**config.mk**
```make
export PLATFORM = sky130hd
export DESIGN_NAME = divider
export DESIGN_NICKNAME = d
export VERILOG_FILES = /design/src/rtl/divider.sv
export SDC_FILE = /design/constraint.sdc
export NUM_CORES = 1
export LEC_CHECK = 0
export CORE_UTILIZATION = 52
export CTS_CLUSTER_SIZE = 8
export DETAILED_ROUTE_END_ITERATION = 10
export PLACE_DENSITY = 0.81
export SKIP_LAST_GASP = 1
export SLEW_MARGIN = 5
export SYNTH_ARGS = -nofsm -noshare
export SYNTH_HDL_FRONTEND = slang
export SYNTH_SLANG_ARGS = --single-unit
```
**constraint.sdc**
```tcl
create_clock -name clk_i -period 3.67 [get_ports clk_i]
set_input_delay 0.734 -clock clk_i [delete_from_list [all_inputs] [get_ports clk_i]]
set_output_delay 0.734 -clock clk_i [all_outputs]
set_load 0.02 [all_outputs]
```
**src/rtl/divider.sv**
```systemverilog
// Iterative unsigned restoring divider: 2W-bit dividend by W-bit divisor,
// one quotient bit per clock, valid/ready on both sides.
//
//  state | meaning
//  IDLE  | waiting for operands, in_ready_o high
//  CALC  | shifting/subtracting, one quotient bit per clock
//  DONE  | result presented, out_valid_o high until out_ready_i
module divider #(
  parameter int unsigned OperandWidth = 32
) (
  input  logic                        clk_i,
  input  logic                        rst_ni,
  input  logic                        in_valid_i,
  output logic                        in_ready_o,
  input  logic [2*OperandWidth-1:0]   dividend_i,
  input  logic [OperandWidth-1:0]     divisor_i,
  output logic                        out_valid_o,
  input  logic                        out_ready_i,
  output logic [OperandWidth-1:0]     quotient_o,
  output logic [OperandWidth-1:0]     remainder_o,
  output logic                        overflow_o
);

  localparam int unsigned W  = OperandWidth;
  localparam int unsigned CW = (W > 2) ? $clog2(W) : 1;
  localparam logic [CW-1:0] CntLast = CW'(W - 1);

  typedef enum logic [1:0] {IDLE, CALC, DONE} state_e;

  state_e        state_q, state_d;
  logic [W-1:0]  r_q, r_d;
  logic [W-1:0]  q_q, q_d;
  logic [W-1:0]  d_q, d_d;
  logic [CW-1:0] cnt_q, cnt_d;
  logic          ovf_q, ovf_d;

  logic [W-1:0]  dvd_hi;
  logic [W-1:0]  dvd_lo;
  logic [W:0]    trial;
  logic [W:0]    d_ext;

  assign dvd_hi = dividend_i[2*W-1:W];
  assign dvd_lo = dividend_i[W-1:0];
  // The top remainder bit is always zero outside the trial, so only W bits are stored.
  assign trial  = {r_q, q_q[W-1]};
  assign d_ext  = {1'b0, d_q};

  always_ff @(posedge clk_i or negedge rst_ni) begin
    if (!rst_ni) begin
      state_q <= IDLE;
      r_q     <= '0;
      q_q     <= '0;
      d_q     <= '0;
      cnt_q   <= '0;
      ovf_q   <= 1'b0;
    end else begin
      state_q <= state_d;
      r_q     <= r_d;
      q_q     <= q_d;
      d_q     <= d_d;
      cnt_q   <= cnt_d;
      ovf_q   <= ovf_d;
    end
  end

  always_comb begin
    state_d = state_q;
    r_d     = r_q;
    q_d     = q_q;
    d_d     = d_q;
    cnt_d   = cnt_q;
    ovf_d   = ovf_q;
    unique case (state_q)
      IDLE: begin
        if (in_valid_i) begin
          d_d   = divisor_i;
          cnt_d = '0;
          // Upper half >= divisor means the quotient needs more than W bits (covers /0).
          if (dvd_hi >= divisor_i) begin
            state_d = DONE;
            ovf_d   = 1'b1;
            q_d     = '1;
            r_d     = '0;
          end else begin
            state_d = CALC;
            ovf_d   = 1'b0;
            r_d     = dvd_hi;
            q_d     = dvd_lo;
          end
        end
      end
      CALC: begin
        if (trial >= d_ext) begin
          r_d = W'(trial - d_ext);
          q_d = {q_q[W-2:0], 1'b1};
        end else begin
          r_d = trial[W-1:0];
          q_d = {q_q[W-2:0], 1'b0};
        end
        cnt_d = cnt_q + CW'(1);
        if (cnt_q == CntLast) begin
          state_d = DONE;
        end
      end
      DONE: begin
        if (out_ready_i) begin
          state_d = IDLE;
        end
      end
      default: state_d = IDLE;
    endcase
  end

  assign in_ready_o  = (state_q == IDLE);
  assign out_valid_o = (state_q == DONE);
  assign quotient_o  = q_q;
  assign remainder_o = r_q;
  assign overflow_o  = ovf_q;

endmodule

```
==> impl_metrics.tcl, run 1 <==
set metrics [dict create \
    synth-async-reset-ratio_pct 100 \
    nets 1199 \
    synthAdderAreaFrac_pct 11.4 \
    antenna_found_initial 0 \
    port_buffers 166 \
    period_share_pct 94.8 \
    drv_slew 0 \
    pre_cts_slack_ns 0.0532 \
    drtIter0Drc 492 \
    post_cts_buffers 0 \
    gr-total-overflow 0 \
    cellPowerDensity_nw_per_um2 1180 \
    gp_congestion 0.943 \
    grtUsageMet3_pct 5.01 \
    first_global_vias 7047 \
    diodes 0 \
    worst_slew_pin_slew_ns 0.782 \
    grt_use_met2_pct 49.4 \
    final.setup.worst_slack_ns 0.191 \
    fin_util_pct 69.3 \
    fin_skew_ns 0.00942 \
    ys_types 65 \
    num_vias 7159 \
    path_depth 10 \
    routed_wl_mm 21.3 \
    vdd_drop_max_v 0.000547 \
    crit_required_ns 3.91 \
    synth_edf_count 0 \
    r2r_cells 10 \
    endpoint_kind "register" \
    drc 0 \
    drv_cap 0 \
    avgViaCountPerCell 5.88 \
    synth_top_family_by_area "compound AO/OA/AOI/OAI gates" \
    crit_type "register to register" \
    design.core.area_um2 13900 \
    path_clk_slew_ns 0.07 \
    dp_cells 1201 \
    fin_tns_setup_ns 0 \
    start_kind "register" \
    clkLatencyLatePin_ns 0.36 \
    die_h_um 122 \
    die_w_um 122 \
    htreeDepth 3 \
    grt_pass1_wl_mm 35.1 \
    hold_viol 0 \
    p_leak_nw 4.29 \
    drive_above_1_share_pct 7.04 \
    cts_tree "yes" \
    cts_resized 0 \
    grt_max_degree 78 \
    path_cells "ha_1 > a21oi_1 > o21ai_0 > o211ai_2 > a31o_2 > o211ai_4 > buf_4 > mux2_4 > a221oi_2 > nor2_1" \
    ys_seq_elements 104 \
    cts_root_buf "clkbuf_16" \
    track_usage_pct 30.1 \
    synthXorXnorAreaFrac_pct 3.30 \
    io_pins 167 \
    syn_to_final_growth_pct 29.8 \
    ys_seq_area_share_pct 35.0 \
    critical-path-top-delay-family "compound AO/OA/AOI/OAI gates" \
    synth_simple_gate_area_share_pct 14.2 \
    cpPeakStageDelay_ns 0.65 \
    wl_per_cell_um 17.5 \
    outcome "complete, no violations" \
    finalPower_w 0.0114 \
    crit_fanout 19 \
    die-area_um2 14800 \
    slew_headroom_pct 47.6 \
    cts_max_path_buffers 2 \
    first_pass_iters 5 \
    grtUsageMet1_pct 39.5 \
    ys.flop_type "dfrtp_1" \
    ys_warn_count 0 \
    cts_made_buffers 9 \
    fillCellCount 1136 \
    hold_buffers 0 \
    rows 43 \
    synth_compound_area_share_pct 25.8 \
    synth_fp_nets 1047 \
    antenna_left 0 \
    critical-path-slowest-cell "o211ai_4" \
    netlist_area_um2 7440 \
    cp.arrival_ns 3.72 \
    setup_viol 0 \
    cts.sinks 104 \
    period_minus_slack_ns 3.48 \
    fmax_mhz 287 \
    muxShareOfSynthArea_pct 3.83 \
    start_util_pct 53.4 \
    grt-busiest-layer "met2" \
    path_buf_inv 1 \
    finalNonFillerCells 1217 \
    syn_area_per_cell_um2 8.46 \
    hpwl_mm 15.8 \
    netlist_instances 880 \
    hold_path_class "input port to asynchronous set/reset pin" \
    grt_setup_unrepaired "no" \
]
stage by stage:
| step | cell area [um2] | hold slack, ns |
|---|---|---|
| final | 9660 | 0.339 |
| after global routing | 9660 | 0.376 |
| after detailed placement | 9350 | 0.493 |
| after floorplan | 7440 | 0.438 |
| after global placement | 9350 | 0.493 |
| after CTS | 9660 | 0.356 |
final timing paths:
kind / from / endpoint / slack (ns)
setup / recovery: remainder_o[5] / remainder_o[5] / 0.19
hold / removal: rst_ni / d_q[14] / 0.34
setup reg to reg: remainder_o[5] / remainder_o[5] / 0.19
hold reg to reg: overflow_o / overflow_o / 0.50
max in group asynchronous: rst_ni / quotient_o[30] / 2.59
min in group clk_i: overflow_o / overflow_o / 0.50
worst register-to-register path, delay by kind of cell (launching register included):
family                     cells  cell delay, ns
AOI/OAI and AO/OA              6            1.80
adders and majority gates      1            0.41
buffers and inverters          1            0.31
DFF                            1            0.43
muxes                          1            0.32
and+or+nand+nor                1            0.09
state kept, by name, indices dropped and copies added, names as in the netlist:
register,flops
quotient_o,32
d_q,32
remainder_o,32
cnt_q,5
state_q,2
overflow_o,1
routing by layer:
layer	up-vias	share of wire, %
met2	263	48
met1	3407	43
li1	3449	-
met5	-	0
met4	0	2.9
met3	40	6.1
final cells by class:
cell class	instances	area (um2)	share of cell area, %
inverters	76	285	2.95
multi-input cells	652	4370	45.2
clock buffers	10	229	2.37
clock inverters	6	83.8	0.868
flip-flops and latches	104	2600	26.9
well taps	180	225	2.33
repair buffers	189	1870	19.3
where the power goes:
| group | switching (W) | leakage [nW] | internal [W] |
|---|---|---|---|
| Sequential | 0.000475 | 1.24 | 0.00178 |
| Clock | 0.000490 | 0.155 | 0.000551 |
| Combinational | 0.00450 | 2.89 | 0.00362 |
| Total | 0.00546 | 4.29 | 0.00595 |
synth_stat cells (all sizes together), types with 2 or more instances:
library cell / count / share of area [%]
o31ai: 3 / 0.30
ha: 66 / 11
inv: 76 / 3.8
nor2: 64 / 3.3
a211o: 2 / 0.24
o21a: 9 / 0.91
dfrtp: 104 / 35
o41ai: 2 / 0.24
o21bai: 5 / 0.50
a221oi: 14 / 2.1
a21oi: 49 / 3.4
nand4: 12 / 1.0
buf: 10 / 0.81
a2111oi: 3 / 0.69
nand2: 107 / 5.4
a222oi: 2 / 0.27
a22oi: 39 / 3.9
o22a: 3 / 0.35
xnor2: 21 / 2.5
or4: 2 / 0.20
clkbuf: 38 / 1.9
mux2: 13 / 2.2
a21boi: 2 / 0.20
a22o: 2 / 0.24
a21o: 6 / 0.61
nand2b: 7 / 0.59
mux2i: 12 / 1.6
nor2b: 5 / 0.42
a31oi: 6 / 0.50
o21ai: 116 / 7.8
xor2: 7 / 0.82
and3: 2 / 0.17
o211ai: 14 / 1.7
nand3: 16 / 1.1
nor3: 16 / 1.1
a211oi: 8 / 0.81
o221ai: 2 / 0.24
or2: 2 / 0.17
layout by cell type (no fill, tap or decap), types with 7 or more instances in the layout:
cell type	instances
dfrtp_1	104
ha_1	66
xor2_1	7
nand2b_1	7
a22oi_1	39
nor3_1	15
nand2_1	107
o21a_1	9
a21oi_1	46
clkbuf_16	9
nand3_1	16
a211oi_1	8
mux2_2	8
nor2_1	62
mux2i_1	12
o21ai_0	110
o211ai_1	12
buf_4	21
inv_1	76
nand4_1	12
a221oi_1	9
clkdlybuf4s50_1	165
xnor2_1	21
cell families after synthesis:
logic type,after synthesis
xor+xnor,28
simple gates,239
compound gates,293
buf+inv,124
mux,25
flops,104
fa+ha+maj,67
Note: power is estimated with default switching activity, not from simulation.
==> run 2, diff against run 1 <==
CORE_MARGIN = 8   (was unset)
GPL_TIMING_DRIVEN = 0   (was unset)
MAX_ROUTING_LAYER = met4   (was unset)
==> impl_metrics.tcl, run 2 (same netlist as run 1, synthesis figures left out) <==
set metrics [dict create \
    rows 43 \
    num_vias 7341 \
    die_w_um 136 \
    first_pass_iters 5 \
    drive_above_1_share_pct 6.30 \
    fin_skew_ns 0.0103 \
    cts_root_buf "clkbuf_16" \
    first_global_vias 7410 \
    critical-path-slowest-cell "nor2_1" \
    cts_tree "yes" \
    power_frac_comb_pct 71.3 \
    drv_cap 0 \
    period_share_pct 95.3 \
    critical-path-top-delay-family "buffers and inverters" \
    drtIter0Drc 689 \
    p_leak_nw 4.29 \
    vdd_drop_max_v 0.000501 \
    grt_pass1_wl_mm 38.7 \
    track_usage_pct 27.4 \
    period_minus_slack_ns 3.50 \
    gr-total-overflow 0 \
    fmax_mhz 286 \
    start_util_pct 53.4 \
    hold_viol 0 \
    finalPower_w 0.0116 \
    p_int_w 0.00591 \
    path_cells "clkdlybuf4s50_1 > nor2_1 > or2_2 > nor2_1 > clkbuf_1 > clkbuf_1 > o21ai_0 > nand2_1" \
    diodes 0 \
    crit_fanout 10 \
    die_h_um 136 \
    syn_to_final_growth_pct 30.9 \
    cts_max_path_buffers 2 \
    htreeDepth 3 \
    io_pins 167 \
    p_seq_share_pct 19.4 \
    cpPeakStageDelay_ns 0.88 \
    setup_viol 0 \
    wl_per_cell_um 19.5 \
    antenna_left 0 \
    cellPowerDensity_nw_per_um2 1190 \
    fillCellCount 1149 \
    hold_path_class "input port to asynchronous set/reset pin" \
    switchingPower_w 0.00566 \
    switching_share_pct 48.9 \
    grt_setup_unrepaired "no" \
    clkLatencyLatePin_ns 0.37 \
    cp.arrival_ns 3.80 \
    start_kind "input port" \
    design.core.area_um2 13900 \
    avgViaCountPerCell 5.90 \
    fin_util_pct 69.9 \
    outcome "complete, no violations" \
    drv_slew 0 \
    cts_made_buffers 9 \
    port_buffers 166 \
    drc 0 \
    slew_headroom_pct 21.7 \
    hpwl_mm 18.8 \
    place_area_um2 9350 \
    power_frac_clock_pct 9.2 \
    grt_max_degree 66 \
    die-area_um2 18400 \
    gp_congestion 0.935 \
    antenna_found_initial 0 \
    final_cell_mix "clkdlybuf4s50_1, o21ai_0, nand2_1, dfrtp_1, inv_1" \
    path_buf_inv 3 \
    crit_type "input port to register" \
    routed_wl_mm 24.3 \
    cts.sinks 104 \
    layout_commonest_cell "clkdlybuf4s50_1" \
    path_clk_slew_ns 0.08 \
    nets 1226 \
    worst_slew_pin_slew_ns 1.17 \
    fin_area_um2 9740 \
    endpoint_kind "register" \
    crit_required_ns 3.98 \
]
==> run 2: area by class of cell <==
cell class	count	area [um2]	share of cell area (%)
clock inverter	7	95.1	0.976
multi-input combinational	652	4380	45.0
sequential	104	2600	26.7
tap	180	225	2.31
buffer	46	203	2.08
inverter	76	285	2.93
timing repair buffer	170	1720	17.7
clock buffer	9	225	2.31
==> run 2: power by group through the flow <==
stage	Sequential [W]	Combinational [W]	Clock, W
2_1_floorplan	0.00261	0.00528	0
3_3_place_gp	0.00224	0.00796	0
3_5_place_dp	0.00225	0.00810	0
4_1_cts	0.00224	0.00816	0.00106
5_1_grt	0.00232	0.00900	0.00111
6_report	0.00225	0.00826	0.00107
==> run 2: timing repair <==
action | CTS | global route
buffers inserted | 0 | 3
endpoints found under the setup margin | 46 | 24
hold endpoints to repair | 0 | 0
hold buffers | 0 | 0
gates resized for setup | 7 | 3
==> run 2: metrics by stage <==
step	hold WS, ns	cells	worst slack (ns)	TNS [ns]
floorplan	0.438	880	0.794	0
global placement	0.488	1226	-2.13	-256.52
detailed placement	0.498	1227	-0.982	-38.26
CTS	0.362	1242	0.0312	0
global route	0.393	1244	0.0386	0
finish	0.344	1244	0.172	0
==> run 2: routing by layer <==
metal / vias to the layer above / GRT usage [%] / wire [um] / part of all wire (%)
li1: 3508 / - / - / -
met1: 3510 / 34.3 / 10500 / 43
met2: 271 / 42.5 / 11400 / 47
met3: 52 / 4.01 / 1580 / 6.5
met4: 0 / 13.3 / 818 / 3.4
met5: - / - / 0 / 0
==> run 2: path summary, 6_finish.rpt <==
check / from / end / slack, ns / depth (start not counted)
worst max-delay path: in_valid_i / quotient_o[2] / 0.17 / 8
worst min register to register: overflow_o / overflow_o / 0.52 / 2
min in group clk_i: overflow_o / overflow_o / 0.52 / 2
worst max register to register: remainder_o[2] / remainder_o[27] / 0.39 / 12
max in group asynchronous: rst_ni / d_q[27] / 2.62 / 2
worst min-delay path: rst_ni / d_q[6] / 0.34 / 1
